## src/rtl/regfile_pkg.sv

```systemverilog
// Purpose : shared widths and FSM state encoding for the operand-fetch client.
// Latency : n/a (types and constants only).
// Backpressure: n/a.
package regfile_pkg;

  localparam int DATA_WIDTH_DEF = 32;
  localparam int ADDR_WIDTH_DEF = 4;

  typedef enum logic [1:0] {
    ST_IDLE    = 2'd0,
    ST_ISSUE   = 2'd1,
    ST_CAPTURE = 2'd2,
    ST_HOLD    = 2'd3
  } fetch_state_e;

endpackage

```

## src/rtl/rf_bypass_slot.sv

```systemverilog
// Purpose : one operand bypass slot: records a writeback that hits the source
//           register during the read-issue cycle, and picks forwarded or
//           register-file data at capture.
// Latency : flag/data registered on the ISSUE edge; operand_o is combinational.
// Backpressure: none; the slot simply holds its state until cleared.
// Ports   : clr_i (new fetch accepted), issue_i (FSM in ISSUE), src_i (latched
//           source), wb_* (writeback port), rf_data_i (RF read data), operand_o.
module rf_bypass_slot
  import regfile_pkg::*;
#(
  parameter int DATA_WIDTH = DATA_WIDTH_DEF,
  parameter int ADDR_WIDTH = ADDR_WIDTH_DEF
) (
  input  logic                  clk,
  input  logic                  rst_n,
  input  logic                  clr_i,
  input  logic                  issue_i,
  input  logic [ADDR_WIDTH-1:0] src_i,
  input  logic                  wb_valid_i,
  input  logic [ADDR_WIDTH-1:0] wb_addr_i,
  input  logic [DATA_WIDTH-1:0] wb_data_i,
  input  logic [DATA_WIDTH-1:0] rf_data_i,
  output logic [DATA_WIDTH-1:0] operand_o
);

  logic                  fwd_q;
  logic [DATA_WIDTH-1:0] fwd_data_q;
  logic                  hit;

  // The register file returns pre-write data on a same-cycle read+write, so a
  // write landing in the ISSUE cycle must be captured here instead.
  assign hit = issue_i && wb_valid_i && (wb_addr_i == src_i);

  always_ff @(posedge clk or negedge rst_n) begin
    if (!rst_n) begin
      fwd_q      <= 1'b0;
      fwd_data_q <= '0;
    end else if (clr_i) begin
      fwd_q      <= 1'b0;
    end else if (hit) begin
      fwd_q      <= 1'b1;
      fwd_data_q <= wb_data_i;
    end
  end

  assign operand_o = fwd_q ? fwd_data_q : rf_data_i;

endmodule

```

## src/rtl/regfile_operand_fetch.sv

```systemverilog
// Purpose : operand-fetch client of the register file: accepts a two-source
//           request, issues one read, captures both operands (with same-cycle
//           writeback bypass) and holds them for execute; writebacks pass through.
// Latency : request accepted on edge 1, rf_rd during the next cycle, op_valid
//           high after edge 3; at most one fetch per 3 cycles.
// Backpressure: operands held stable while op_ready=0; req_ready=0 then.
// Ports   : req_* (decode), wb_* (writeback), op_* (execute), rf_* (register file).
module regfile_operand_fetch
  import regfile_pkg::*;
#(
  parameter int DATA_WIDTH = DATA_WIDTH_DEF,
  parameter int ADDR_WIDTH = ADDR_WIDTH_DEF
) (
  input  logic                  clk,
  input  logic                  rst_n,
  input  logic                  req_valid,
  output logic                  req_ready,
  input  logic [ADDR_WIDTH-1:0] req_src1,
  input  logic [ADDR_WIDTH-1:0] req_src2,
  input  logic                  wb_valid,
  input  logic [ADDR_WIDTH-1:0] wb_addr,
  input  logic [DATA_WIDTH-1:0] wb_data,
  output logic                  op_valid,
  input  logic                  op_ready,
  output logic [DATA_WIDTH-1:0] op1,
  output logic [DATA_WIDTH-1:0] op2,
  output logic                  rf_en,
  output logic                  rf_rd,
  output logic                  rf_wr,
  output logic [ADDR_WIDTH-1:0] rf_sel_i,
  output logic [DATA_WIDTH-1:0] rf_ip,
  output logic [ADDR_WIDTH-1:0] rf_sel_o1,
  output logic [ADDR_WIDTH-1:0] rf_sel_o2,
  input  logic [DATA_WIDTH-1:0] rf_op1,
  input  logic [DATA_WIDTH-1:0] rf_op2
);

  fetch_state_e          state_q;
  logic [ADDR_WIDTH-1:0] src1_q, src2_q;
  logic [DATA_WIDTH-1:0] op1_q, op2_q;
  logic [DATA_WIDTH-1:0] op1_d, op2_d;
  logic                  op_valid_q;
  logic                  rf_rd_q;
  logic                  accept;
  logic                  in_issue;

  assign req_ready = (state_q == ST_IDLE) || ((state_q == ST_HOLD) && op_ready);
  assign accept    = req_valid && req_ready;
  assign in_issue  = (state_q == ST_ISSUE);

  rf_bypass_slot #(.DATA_WIDTH(DATA_WIDTH), .ADDR_WIDTH(ADDR_WIDTH)) u_slot1 (
    .clk        (clk),
    .rst_n      (rst_n),
    .clr_i      (accept),
    .issue_i    (in_issue),
    .src_i      (src1_q),
    .wb_valid_i (wb_valid),
    .wb_addr_i  (wb_addr),
    .wb_data_i  (wb_data),
    .rf_data_i  (rf_op1),
    .operand_o  (op1_d)
  );

  rf_bypass_slot #(.DATA_WIDTH(DATA_WIDTH), .ADDR_WIDTH(ADDR_WIDTH)) u_slot2 (
    .clk        (clk),
    .rst_n      (rst_n),
    .clr_i      (accept),
    .issue_i    (in_issue),
    .src_i      (src2_q),
    .wb_valid_i (wb_valid),
    .wb_addr_i  (wb_addr),
    .wb_data_i  (wb_data),
    .rf_data_i  (rf_op2),
    .operand_o  (op2_d)
  );

  // rf_rd_q is set on the edge entering ISSUE and cleared on the edge leaving
  // it, so the read strobe is exactly the ISSUE cycle and never back-to-back.
  always_ff @(posedge clk or negedge rst_n) begin
    if (!rst_n) begin
      state_q    <= ST_IDLE;
      src1_q     <= '0;
      src2_q     <= '0;
      op1_q      <= '0;
      op2_q      <= '0;
      op_valid_q <= 1'b0;
      rf_rd_q    <= 1'b0;
    end else begin
      case (state_q)
        ST_IDLE: begin
          if (req_valid) begin
            src1_q  <= req_src1;
            src2_q  <= req_src2;
            rf_rd_q <= 1'b1;
            state_q <= ST_ISSUE;
          end
        end
        ST_ISSUE: begin
          rf_rd_q <= 1'b0;
          state_q <= ST_CAPTURE;
        end
        ST_CAPTURE: begin
          op1_q      <= op1_d;
          op2_q      <= op2_d;
          op_valid_q <= 1'b1;
          state_q    <= ST_HOLD;
        end
        ST_HOLD: begin
          if (op_ready) begin
            op_valid_q <= 1'b0;
            if (req_valid) begin
              src1_q  <= req_src1;
              src2_q  <= req_src2;
              rf_rd_q <= 1'b1;
              state_q <= ST_ISSUE;
            end else begin
              state_q <= ST_IDLE;
            end
          end
        end
        default: state_q <= ST_IDLE;
      endcase
    end
  end

  assign op_valid  = op_valid_q;
  assign op1       = op1_q;
  assign op2       = op2_q;
  assign rf_rd     = rf_rd_q;
  assign rf_sel_o1 = src1_q;
  assign rf_sel_o2 = src2_q;

  // Write port is a pure pass-through, forced quiet while reset is asserted.
  assign rf_en    = rst_n;
  assign rf_wr    = rst_n && wb_valid;
  assign rf_sel_i = rst_n ? wb_addr : '0;
  assign rf_ip    = rst_n ? wb_data : '0;

endmodule

```

## config.mk

```make
export PLATFORM = sky130hd
export DESIGN_NAME = regfile_operand_fetch
export DESIGN_NICKNAME = d
export VERILOG_FILES = /design/src/rtl/regfile_pkg.sv /design/src/rtl/rf_bypass_slot.sv /design/src/rtl/regfile_operand_fetch.sv
export SDC_FILE = /design/constraint.sdc
export NUM_CORES = 1
export LEC_CHECK = 0
export ABC_CLOCK_PERIOD_IN_PS = 3800
export CORE_ASPECT_RATIO = 0.75
export CORE_UTILIZATION = 49
export CTS_CLUSTER_SIZE = 30
export DETAILED_ROUTE_END_ITERATION = 16
export PLACE_DENSITY = 0.83
export SYNTH_ARGS = -nofsm -noshare
export SYNTH_HDL_FRONTEND = slang
export SYNTH_SLANG_ARGS = --single-unit
```

## constraint.sdc

```tcl
create_clock -name clk -period 3.8 [get_ports clk]
set_input_delay 0.38 -clock clk [delete_from_list [all_inputs] [get_ports clk]]
set_output_delay 0.38 -clock clk [all_outputs]
set_load 0.02 [all_outputs]
```

Word level (Yosys, flattened, before mapping)
Index checks and enable logic that the tools add are counted.
{"block": "word_totals", "input_bits": 113, "reg_bits": 142, "out_inout_bits": 113}
{"block": "classes", "eq_ne": 7, "n_bitwise": 1, "muxes": 23, "n_reduce_logical": 19}
{"operator": "2-to-1 mux 32 bit", "count": 3}
{"operator": "2-to-1 mux 4 bit", "count": 5}
{"operator": "one-hot mux 4 bit (2 select lines)", "count": 2}
{"operator": "AND reduction 2 bit", "count": 6}
{"operator": "equality test 4 bit", "count": 2}
{"operator": "2-to-1 mux 1 bit", "count": 8}
{"operator": "one-hot mux 2 bit (4 select lines)", "count": 1}
{"operator": "nonzero test 2 bit", "count": 4}
{"operator": "logical AND 1 bit", "count": 6}
{"operator": "equality test 2 bit, second input constant", "count": 2}
{"operator": "2-to-1 mux 2 bit", "count": 2}
{"operator": "!= test 2 bit, second input constant", "count": 2}
{"operator": "one-hot mux 1 bit (3 select lines)", "count": 1}
{"operator": "nonzero test 3 bit", "count": 1}
{"operator": "equality test 2 x 1 -> 1 bit, second input constant", "count": 1}
{"operator": "zero test 2 bit", "count": 1}
{"operator": "one-hot mux 1 bit (2 select lines)", "count": 1}
{"operator": "logical OR 1 bit", "count": 1}
{"operator": "NOT 1 bit", "count": 1}

Logic depth before layout (Yosys ltp)
Gate-level depths: netlist of run 1.
{"block": "depth", "word_depth": 6, "mapped_depth": 7}

By module
From an unflattened synthesis of run 1, not the netlist that was laid out.
{"block": "unflattened", "hier_cells": 450, "area_unflattened_um2": 6819.0}
{"mod": "rf_bypass_slot", "cells_each": 114, "area_each_um2": 1801.7, "seq_area_each_um2": 825.8, "instances": 2}
{"mod": "regfile_operand_fetch", "cells_each": 222, "area_each_um2": 3215.6, "seq_area_each_um2": 1901.8, "instances": 1}

Worst setup path before layout of run 1
OpenSTA, ideal clock, no wires.
{"block": "synth_timing", "path_kind": "register to register", "startpoint": "reg state_q[1]", "endpoint": "reg u_slot2.fwd_data_q[10]", "path_slack_ps": 1887, "arrival_time_ps": 1788, "stages_incl_launch_ff": 7, "period_less_slack_ps": 1913, "n_path_buf": 1, "path_cell_list": "dfrtp_1 ha_1 a21o_1 nand2_1 nand4_2 buf_6 mux2_4"}
{"block": "synth_between", "elab_chain_len": 6, "word_cells_on_any_way": 10}
{"element": "start, declared", "line": "regfile_operand_fetch.sv:38", "text": "fetch_state_e state_q;"}
{"element": "start signal, assigned", "line": "regfile_operand_fetch.sv:81", "text": "state_q <= ST_IDLE;"}
{"element": "start signal, assigned", "line": "regfile_operand_fetch.sv:95", "text": "state_q <= ST_ISSUE;"}
{"element": "start signal, assigned", "line": "regfile_operand_fetch.sv:100", "text": "state_q <= ST_CAPTURE;"}
{"element": "equality test 2 bit", "line": "regfile_operand_fetch.sv:47", "text": "assign req_ready = (state_q == ST_IDLE) || ((state_q == ST_HOLD) && op_ready);"}
{"element": "logical AND 1 bit", "line": "regfile_operand_fetch.sv:47"}
{"element": "logical OR 1 bit *", "line": "regfile_operand_fetch.sv:47"}
{"element": "net req_ready", "line": "regfile_operand_fetch.sv:17", "text": "output logic req_ready,"}
{"element": "logical AND 1 bit *", "line": "regfile_operand_fetch.sv:48", "text": "assign accept = req_valid && req_ready;"}
{"element": "NOT 1 bit (no line) *"}
{"element": "AND reduction 2 bit (no line) *"}
{"element": "end signal, assigned", "line": "rf_bypass_slot.sv:42", "text": "fwd_data_q <= wb_data_i;"}
{"element": "end, declared", "line": "rf_bypass_slot.sv:27", "text": "logic [DATA_WIDTH-1:0] fwd_data_q;"}
Mark *: on every way through the listed nets, which the timed path passes. The rest lies on a longest branch.
A chain may end at the register's enable or synchronous reset.

Worst setup path in the final report of run 1
{"block": "layout_timing", "startpoint": "reg state_q[1]", "endpoint": "reg u_slot2.fwd_data_q[8]"}
{"block": "layout_between", "elab_chain_len": 6, "word_cells_on_any_way": 10}
{"element": "equality test 2 bit", "line": "regfile_operand_fetch.sv:47"}
{"element": "logical AND 1 bit", "line": "regfile_operand_fetch.sv:47"}
{"element": "logical OR 1 bit", "line": "regfile_operand_fetch.sv:47"}
{"element": "logical AND 1 bit", "line": "regfile_operand_fetch.sv:48"}
{"element": "NOT 1 bit (no line)"}
{"element": "AND reduction 2 bit (no line) *"}
Mark *: on every way between the ends. The rest lies on a longest branch, timed or not.

==> run_results.csv, run 1 <==
group,metric,value,unit
clocking,clock_latency,0.41,ns
setup_path,path_max_fanout,17,
timing,holdWs,0.0439,ns
layout,final_cells,918,
floorplan,io_pins,226,
routing,routedWlPerCell,17.5,um
synth,synth-seq-area-share,54.6,%
floorplan,rows,36,
clocking,cts_sinks,142,
place,place_ws,1.01,ns
timing,skew,0.0103,ns
timing,timing.final.hold_violations,0,
layout,drive_above_1_share,15.8,%
place,place_area,8870,um^2
setup_path,crit_arrival,2.81,ns
global_routing,grt_pass1_wl,25300,um
outcome,status,"complete, no violations",
power_and_ir_drop,vdd_drop_max,0.464,mV
setup_path,path_delay_family,"simple AND/OR/NAND/NOR gates",
setup_path,rr_worst_depth,7,
routing,vias,4739,
routing,dr.pass1.iters,6,
global_routing,antenna_found_initial,0,
clocking,cts_max_level,4,
timing,setup_ws,1.28,ns
timing,setup_violations,0,
synth,synth.avg_cell_area,12.6,um^2
place,dp_cells,886,
run,cap_violations,0,
clocking,post_cts_resized,0,
power_and_ir_drop,p_switching,2.61,mW
layout,fin_area,9480,um^2
worst_hold_path,hold_path.class,"input pin to async pin",
setup_path,cp.required,4.09,ns
layout,multi_input_area,2780,um^2
place,dp_hpwl,10900,um
floorplan,dieArea,13700,um^2
routing,wl,16100,um
synth,syn-num-nets,633,
clocking,holdBufCountCts,0,
power_and_ir_drop,power_density,792,nW/um^2
setup_path,critical-path-max-stage-delay,0.45,ns
layout,register_area,3560,um^2
global_routing,grt_max_degree,118,
clocking,postCtsSetupRepairBufs,0,
power_and_ir_drop,swShare,34.8,%
clocking,cts_root_buffer,"clkbuf_16",
timing,rsz0062_at_grt,"no",
floorplan,die_h,102,um
routing,detail-route-antenna-nets,0,
setup_path,worst_setup_path_end_kind,"register",
power_and_ir_drop,totalPowerFinal,7.50,mW
setup_path,crit_slowest_cell,"nand4_4",
global_routing,track_usage,24.4,%
layout,nNetsFinal,852,
power_and_ir_drop,p_int,4.89,mW
setup_path,critPathLaunchType,"register",
routing,vias_per_cell,5.16,
timing,slew_headroom,20.0,%
layout,final_cell_mix,"clkdlybuf4s50_1, dfrtp_1, a21oi_1",
layout,final_common_cell,"clkdlybuf4s50_1",
routing,initialDrtViolationCount,170,
layout,nFillCells,880,
power_and_ir_drop,p_leak,4.16,nW
power_and_ir_drop,seq_power_share,36.7,%
power_and_ir_drop,combPwrFrac,40.8,%
clocking,cts_buffers,17,
floorplan,start_util,50.2,%
timing,clock.fmax,396,MHz
synth,syn_inst,515,
layout,final_util,73.0,%
setup_path,path_cells,"inv_1 -> ha_1 -> a21o_1 -> nand2_1 -> nand4_4 -> buf_4 -> mux2_4",
timing,period_minus_slack,2.52,ns
setup_path,worst-path-buf-inv,2,
synth,syn_area,6510,um^2
place,gp_congestion,0.793,
synth,ys_seq_elements,142,
setup_path,critical_path_cell_count,7,
timing,worst_pin_slew,1.20,ns
global_routing,overflow,0,
clocking,clk_pin_slew,0.06,ns
global_routing,grt_pass1_vias,4967,
clocking,cts_tree,"yes",
layout,antenna_cells,0,
floorplan,die_width,135,um
synth,yosys_warnings,0,
routing,drc,0,
power_and_ir_drop,clkPwrFrac,22.5,%
layout,syn_to_final_growth,45.6,%
synth,synth_cell_types,25,
timing,period_share,66.4,%
clocking,clk_path_buf_depth,2,
place,port_buffers,225,
timing,setup_tns,0,ns
timing,finalMaxSlewViolations,0,
floorplan,fp.coreArea,13000,um^2
setup_path,worstSetupPathType,"register to register",
worst reg2reg max path, cell delays in order (launching register included):
cell	delay, ns
dfrtp_1	0.44
inv_1	0.12
ha_1	0.21
a21o_1	0.17
nand2_1	0.23
nand4_4	0.45
buf_4	0.43
mux2_4	0.36
cell type report:
| cell class | count | area share (%) |
|---|---|---|
| Clock buffer | 22 | 4.90 |
| Multi-Input combinational cell | 337 | 29.4 |
| Tap cell | 171 | 2.26 |
| Timing Repair Buffer | 232 | 24.3 |
| Inverter | 4 | 0.158 |
| Sequential cell | 142 | 37.5 |
| Clock inverter | 10 | 1.45 |
flip-flops by register name, indices dropped and copies added (netlist names):
| signal | count |
|---|---|
| op1 | 32 |
| op2 | 32 |
| op_valid | 1 |
| rf_rd | 1 |
| rf_sel_o1 | 4 |
| rf_sel_o2 | 4 |
| state_q | 2 |
| u_slot1.fwd_data_q | 32 |
| u_slot1.fwd_q | 1 |
| u_slot2.fwd_data_q | 32 |
| u_slot2.fwd_q | 1 |
metal layers:
layer  part of all wire, %  vias up  global-route usage [%]
li1                      -     2218                       -
met1                    45     2340                    32.0
met2                    47      164                    38.5
met3                   6.7       17                    7.41
met4                   1.3        0                    8.90
met5                     0        -                       0
cells by family (layout without fill, tap and decap cells):
kind of cell | Yosys count | after routing | share of synthesized area [%]
xor+xnor | 8 | 8 | 1.08
mux | 137 | 137 | 25.8
buf+inv | 36 | 268 | 2.94
flops | 142 | 142 | 54.6
fa+ha+maj | 5 | 5 | 0.962
simple gates | 113 | 113 | 8.63
compound gates | 74 | 74 | 5.94
path summary, 6_finish.rpt:
kind / slack (ns) / from / endpoint
max in group asynchronous: 2.78 / rst_n / u_slot2.fwd_q
max: 1.28 / state_q[1] / u_slot2.fwd_data_q[8]
max reg2reg: 1.28 / state_q[1] / u_slot2.fwd_data_q[8]
min: 0.04 / rst_n / op1[16]
min reg2reg: 0.51 / u_slot2.fwd_data_q[29] / u_slot2.fwd_data_q[29]
min in group clk: 0.51 / u_slot2.fwd_data_q[29] / u_slot2.fwd_data_q[29]
Yosys cell counts:
master / instances / share of area, %
dfrtp_1: 142 / 55
a21oi_1: 68 / 5.2
nor2_1: 65 / 3.7
mux2i_1: 64 / 9.8
mux2_4: 58 / 13
and2_1: 36 / 3.5
clkbuf_1: 16 / 0.92
mux2_2: 15 / 2.6
xor2_1: 8 / 1.1
nand2_1: 7 / 0.40
buf_2: 6 / 0.46
buf_6: 6 / 1.0
ha_1: 5 / 0.96
inv_1: 4 / 0.23
buf_1: 3 / 0.17
nor4_2: 2 / 0.38
o2bb2ai_1: 2 / 0.27
a2111oi_0: 1 / 0.13
a21o_1: 1 / 0.12
and2_2: 1 / 0.12
buf_4: 1 / 0.12
nand4_2: 1 / 0.19
nand4_4: 1 / 0.33
o21ai_0: 1 / 0.077
o21bai_1: 1 / 0.12
power groups by stage:
stage / Sequential [mW] / Clock, mW / Combinational, mW
after floorplan: 3.00 / 0 / 1.47
after global placement: 2.74 / 0 / 2.98
after detailed placement: 2.75 / 0 / 3.08
after CTS: 2.75 / 1.71 / 3.09
after global routing: 2.84 / 1.77 / 3.29
final: 2.76 / 1.68 / 3.06
No activity file was read; power rests on OpenSTA's default activity.
==> run 2, diff against run 1 <==
--- a/config.mk
+++ b/config.mk
@@ -5,12 +5,12 @@
 export SDC_FILE = /design/constraint.sdc
 export NUM_CORES = 1
 export LEC_CHECK = 0
-export ABC_CLOCK_PERIOD_IN_PS = 3800
+export ABC_CLOCK_PERIOD_IN_PS = 2400
 export CORE_ASPECT_RATIO = 0.75
-export CORE_UTILIZATION = 49
+export CORE_UTILIZATION = 46
 export CTS_CLUSTER_SIZE = 30
 export DETAILED_ROUTE_END_ITERATION = 16
-export PLACE_DENSITY = 0.83
+export PLACE_DENSITY = 0.78
 export SYNTH_ARGS = -nofsm -noshare
 export SYNTH_HDL_FRONTEND = slang
 export SYNTH_SLANG_ARGS = --single-unit
==> constraint.sdc (replaced) <==
create_clock -name clk -period 2.4 [get_ports clk]
set_input_delay 0.24 -clock clk [delete_from_list [all_inputs] [get_ports clk]]
set_output_delay 0.24 -clock clk [all_outputs]
set_load 0.02 [all_outputs]
==> run 2 against run 1 <==
Against the previous run: sequential cell count unchanged; via count up 1.2%; setup slack worse by 1.1 ns; total power up 62%; utilization down 2.6 points; first-iteration DRC count up 9.4%; register-to-register slack worse by 0.97 ns; cell count up 1.7%; sequential power up 55%; routed wire length up 4.8%; die area up 6.4%.
==> run_results.csv, run 2 (synthesized netlist as in run 1, its figures left out) <==
group,metric,value,unit
timing,timing.final.hold_violations,0,
layout,nNetsFinal,864,
timing,holdWs,0.274,ns
layout,syn_to_final_growth,48.8,%
timing,period_minus_slack,2.27,ns
routing,routedWlPerCell,18.0,um
routing,drc,0,
setup_path,crit_slowest_cell,"clkdlybuf4s50_1",
run,cap_violations,0,
clocking,clk_path_buf_depth,2,
layout,fin_area,9680,um^2
floorplan,io_pins,226,
setup_path,path_delay_family,"buffers and inverters",
routing,wl,16800,um
global_routing,track_usage,24.3,%
timing,setup_violations,0,
routing,initialDrtViolationCount,186,
place,dp_hpwl,12100,um
layout,final_common_cell,"clkdlybuf4s50_1",
global_routing,grt_pass1_wl,26800,um
floorplan,die_width,139,um
timing,worst_pin_slew,0.571,ns
global_routing,grt_max_degree,63,
setup_path,path_cells,"dlygate4sd3_1 -> buf_12 -> buf_12 -> and2_1 -> clkdlybuf4s50_1",
floorplan,dieArea,14600,um^2
floorplan,rows,37,
global_routing,antenna_found_initial,0,
layout,drive_above_1_share,16.9,%
outcome,status,"complete, no violations",
layout,final_cells,934,
routing,detail-route-antenna-nets,0,
place,dp_cells,901,
setup_path,critical-path-max-stage-delay,0.62,ns
setup_path,crit_arrival,2.03,ns
place,place_area,9040,um^2
clocking,cts_buffers,17,
timing,period_share,94.4,%
routing,vias_per_cell,5.14,
worst_hold_path,hold_path.class,"input pin to async pin",
layout,antenna_cells,0,
layout,final_util,70.4,%
setup_path,worst-path-buf-inv,4,
setup_path,worstSetupPathType,"input pin to output pin",
timing,skew,0.00700,ns
routing,dr.pass1.iters,5,
setup_path,startpoint,"rst_n",
clocking,cts_max_level,4,
setup_path,critPathLaunchType,"input pin",
clocking,cts_tree,"yes",
global_routing,grt_pass1_vias,5064,
floorplan,die_h,105,um
timing,clock.fmax,441,MHz
place,port_buffers,225,
setup_path,worst_setup_path_end_kind,"output pin",
clocking,clock_latency,0.42,ns
clocking,cts_sinks,142,
timing,setup_tns,0,ns
routing,vias,4797,
place,gp_congestion,0.793,
floorplan,start_util,47.3,%
setup_path,cp.required,2.16,ns
timing,finalMaxSlewViolations,0,
setup_path,path_max_fanout,34,
power_and_ir_drop,vdd_drop_max,0.602,mV
clocking,clk_pin_slew,0.06,ns
power_and_ir_drop,p_leak,4.26,nW
power_and_ir_drop,power_density,1250,nW/um^2
setup_path,timing.rr.start,"state_q[1]",
timing,slew_headroom,62.0,%
layout,final_cell_mix,"clkdlybuf4s50_1, dfrtp_1, a21oi_1",
global_routing,overflow,0,
setup_path,critPathMostFrequentCell,"buf_12",
timing,rsz0062_at_grt,"no",
clocking,cts_root_buffer,"clkbuf_16",
floorplan,fp.coreArea,13700,um^2
[run 2: changes by cell type in the layout (fill, tap and decap cells not counted), sizes merged]
| cell | previous run | this run |
|---|---|---|
| inv | 4 | 5 |
| buf | 8 | 19 |
| clkinv | 5 | 2 |
| bufinv | 3 | 4 |
| dlygate4sd3 | 0 | 1 |
| clkbuf | 22 | 23 |
[run 2: worst paths after layout]
check                                   endpoint  slack, ns  cells past startpoint
max                                    rf_ip[12]       0.13                      5
min                                      op1[24]       0.27                      2
max reg2reg                u_slot1.fwd_data_q[0]       0.31                      6
min reg2reg                u_slot1.fwd_data_q[2]       0.51                      1
max in group asynchronous                op2[26]       1.31                      4
min in group clk                    rf_sel_o2[2]       0.44                      2
[run 2: worst register-to-register path, stage by stage (launching register included)]
cell and delay [ns]:
dfrtp_1 0.44, ha_1 0.33, a21o_1 0.17, nand2_1 0.17
nand4_4 0.15, buf_4 0.32, mux2_2 0.39
[run 2: routing by layer]
metal	GRT usage (%)	wire, um	vias to the layer above
li1	-	-	2238
met1	29.9	7210	2370
met2	39.6	8080	168
met3	9.21	1330	21
met4	7.14	214	0
met5	0	0	-
[run 2: repair_timing]
item,4_1_cts,5_1_grt
setup endpoints to repair,0,27
hold buffers,1,0
buffers inserted,0,0
gates resized for setup,0,3
hold endpoints to repair,44,0
[run 2: stage by stage]
stage          setup slack [ns]  total power, mW
2_1_floorplan             0.487             7.08
3_3_place_gp              0.224             9.15
3_5_place_dp              0.208             9.37
4_1_cts                  0.0544             12.2
5_1_grt                  0.0504             12.8
6_report                  0.135             12.1
[run 2: cell type report]
cell class	instances	area, um^2
Clock buffer	23	468
Clock inverter	9	158
Fill cell	973	4070
Inverter	4	15.0
Multi-Input combinational cell	337	2780
Sequential cell	142	3560
Tap cell	175	219
Timing Repair Buffer	244	2480
[run 2: power breakdown]
part / switching [mW] / internal (mW)
logic: 2.44 / 2.64
registers: 0.796 / 3.48
clock network: 0.985 / 1.80
==> run 3, diff against run 2 <==
--- a/config.mk
+++ b/config.mk
@@ -11,6 +11,7 @@
 export CTS_CLUSTER_SIZE = 30
 export DETAILED_ROUTE_END_ITERATION = 16
 export PLACE_DENSITY = 0.78
+export SETUP_SLACK_MARGIN = 0.05
 export SYNTH_ARGS = -nofsm -noshare
 export SYNTH_HDL_FRONTEND = slang
 export SYNTH_SLANG_ARGS = --single-unit
==> run 3 against run 2 <==
Against the previous run: sequential power hardly changed; critical path depth rose by 1; highest routed layer unchanged; utilization up 0.15 points; final area increased by 0.22%; combinational power barely moved; routed wire length up 1.6%; first-iteration DRC count decreased by 4.8%; non-clock buffer count increased by 2; total power barely moved; via count increased by 0.15%; critical endpoint unchanged; setup slack gained 0.0024 ns.
==> run_results.csv, run 3 (synthesized netlist as in run 1, its figures left out) <==
group,metric,value,unit
power_and_ir_drop,p_int,7.92,mW
floorplan,rows,37,
layout,drive_above_1_share,17.0,%
timing,clock.fmax,442,MHz
clocking,postCtsSetupRepairBufs,0,
clocking,cts_root_buffer,"clkbuf_16",
setup_path,path_max_fanout,19,
floorplan,io_pins,226,
timing,setup_violations,0,
timing,period_share,94.3,%
clocking,clk_pin_slew,0.06,ns
layout,multi_input_area,2780,um^2
place,dp_hpwl,12100,um
global_routing,antenna_found_initial,0,
power_and_ir_drop,p_switching,4.23,mW
worst_hold_path,hold_path.class,"input pin to async pin",
floorplan,die_h,105,um
floorplan,fp.coreArea,13700,um^2
outcome,status,"complete, no violations",
run,cap_violations,0,
layout,antenna_cells,0,
power_and_ir_drop,clkPwrFrac,22.9,%
timing,worst_pin_slew,1.11,ns
timing,rsz0062_at_grt,"no",
clocking,cts_sinks,142,
clocking,cts_buffers,17,
layout,nFillCells,976,
global_routing,grt.busiest_layer,"met2",
timing,finalMaxSlewViolations,0,
global_routing,grt_pass1_vias,5086,
routing,vias_per_cell,5.13,
power_and_ir_drop,swShare,34.8,%
global_routing,grt_max_degree,63,
setup_path,cp.required,2.16,ns
clocking,clk_path_buf_depth,2,
timing,period_minus_slack,2.26,ns
power_and_ir_drop,vdd_drop_max,0.602,mV
global_routing,track_usage,24.6,%
power_and_ir_drop,combPwrFrac,41.9,%
power_and_ir_drop,power_density,1250,nW/um^2
setup_path,worst_setup_path_end_kind,"output pin",
timing,setup_tns,0,ns
place,port_buffers,225,
routing,detail-route-antenna-nets,0,
global_routing,overflow,0,
layout,final_cells,936,
floorplan,die_width,139,um
routing,wl,17100,um
setup_path,timing.rr.start,"state_q[1]",
routing,initialDrtViolationCount,177,
layout,syn_to_final_growth,49.1,%
power_and_ir_drop,p_leak,4.27,nW
routing,dr.pass1.iters,4,
floorplan,dieArea,14600,um^2
global_routing,use_met2,40.0,%
routing,drc,0,
layout,register_area,3560,um^2
routing,vias,4804,
global_routing,grt_pass1_wl,27100,um
timing,slew_headroom,25.8,%
clocking,cts_max_level,4,
clocking,clock_latency,0.42,ns
power_and_ir_drop,totalPowerFinal,12.2,mW
clocking,post_cts_resized,0,
setup_path,crit_arrival,2.02,ns
setup_path,critPathLaunchType,"input pin",
clocking,cts_tree,"yes",
setup_path,startpoint,"rst_n",
timing,timing.final.hold_violations,0,
floorplan,start_util,47.3,%
power_and_ir_drop,seq_power_share,35.2,%
layout,final_common_cell,"clkdlybuf4s50_1",
global_routing,grt_use_met1,30.6,%
place,place_ws,0.208,ns
routing,routedWlPerCell,18.3,um
setup_path,r2r_slack,0.31,ns
place,gp_congestion,0.793,
setup_path,worstSetupPathType,"input pin to output pin",
global_routing,grt.met3_usage,9.21,%
layout,final_util,70.6,%
layout,final_cell_mix,"clkdlybuf4s50_1, dfrtp_1, a21oi_1",
timing,skew,0.00829,ns
place,dp_cells,901,
timing,setup_ws,0.137,ns
layout,nNetsFinal,866,
-- run 3: changes by cell type in the layout (fill, tap and decap cells not counted) --
cell and change:
buf_6 +1, dlygate4sd3_1 +1
-- run 3: layer usage --
layer  up-vias  wire (um)
li1       2245          -
met1      2377       7390
met2       164       8160
met3        18       1330
met4         0        215
met5         -          0
-- run 3: layout make-up --
cell class,instances,share of cell area (%)
sequential,142,36.7
multi-input combinational,337,28.7
timing repair buffer,246,25.8
clock buffer,23,4.82
tap,175,2.26
clock inverter,9,1.62
inverter,4,0.155
-- run 3: critical path: stages --
cell	delay, ns
dlygate4sd3_1	0.55
buf_6	0.17
buf_12	0.14
buf_12	0.15
and2_1	0.15
clkdlybuf4s50_1	0.62
-- run 3: repair_timing --
action,in CTS,in global routing
hold buffers,3,0
setup endpoints to repair,0,0
hold endpoints to repair,44,0
-- run 3: path summary, 6_finish.rpt --
check                                              end  cells after the start
worst max-delay path                         rf_ip[12]                      6
worst min-delay path                     u_slot1.fwd_q                      3
worst max register to register   u_slot1.fwd_data_q[0]                      6
worst min register to register  u_slot1.fwd_data_q[25]                      1
max in group asynchronous                       op1[0]                      4
min in group clk                          rf_sel_o2[2]                      2
-- run 3: power groups by stage --
| stage | sequential [mW] | combinational (mW) | clock [mW] |
|---|---|---|---|
| floorplan | 4.74 | 2.33 | 0 |
| global placement | 4.23 | 4.92 | 0 |
| detailed placement | 4.27 | 5.10 | 0 |
| CTS | 4.28 | 5.14 | 2.82 |
| global route | 4.41 | 5.45 | 2.94 |
| finish | 4.27 | 5.09 | 2.79 |
-- run 3: through the flow --
stage | instance area [um^2] | hold slack [ns]
6_report | 9700 | 0.390
5_1_grt | 9700 | 0.411
4_1_cts | 9700 | 0.369
3_5_place_dp | 9040 | 0.149
3_3_place_gp | 9040 | 0.144
2_1_floorplan | 6510 | -0.0556
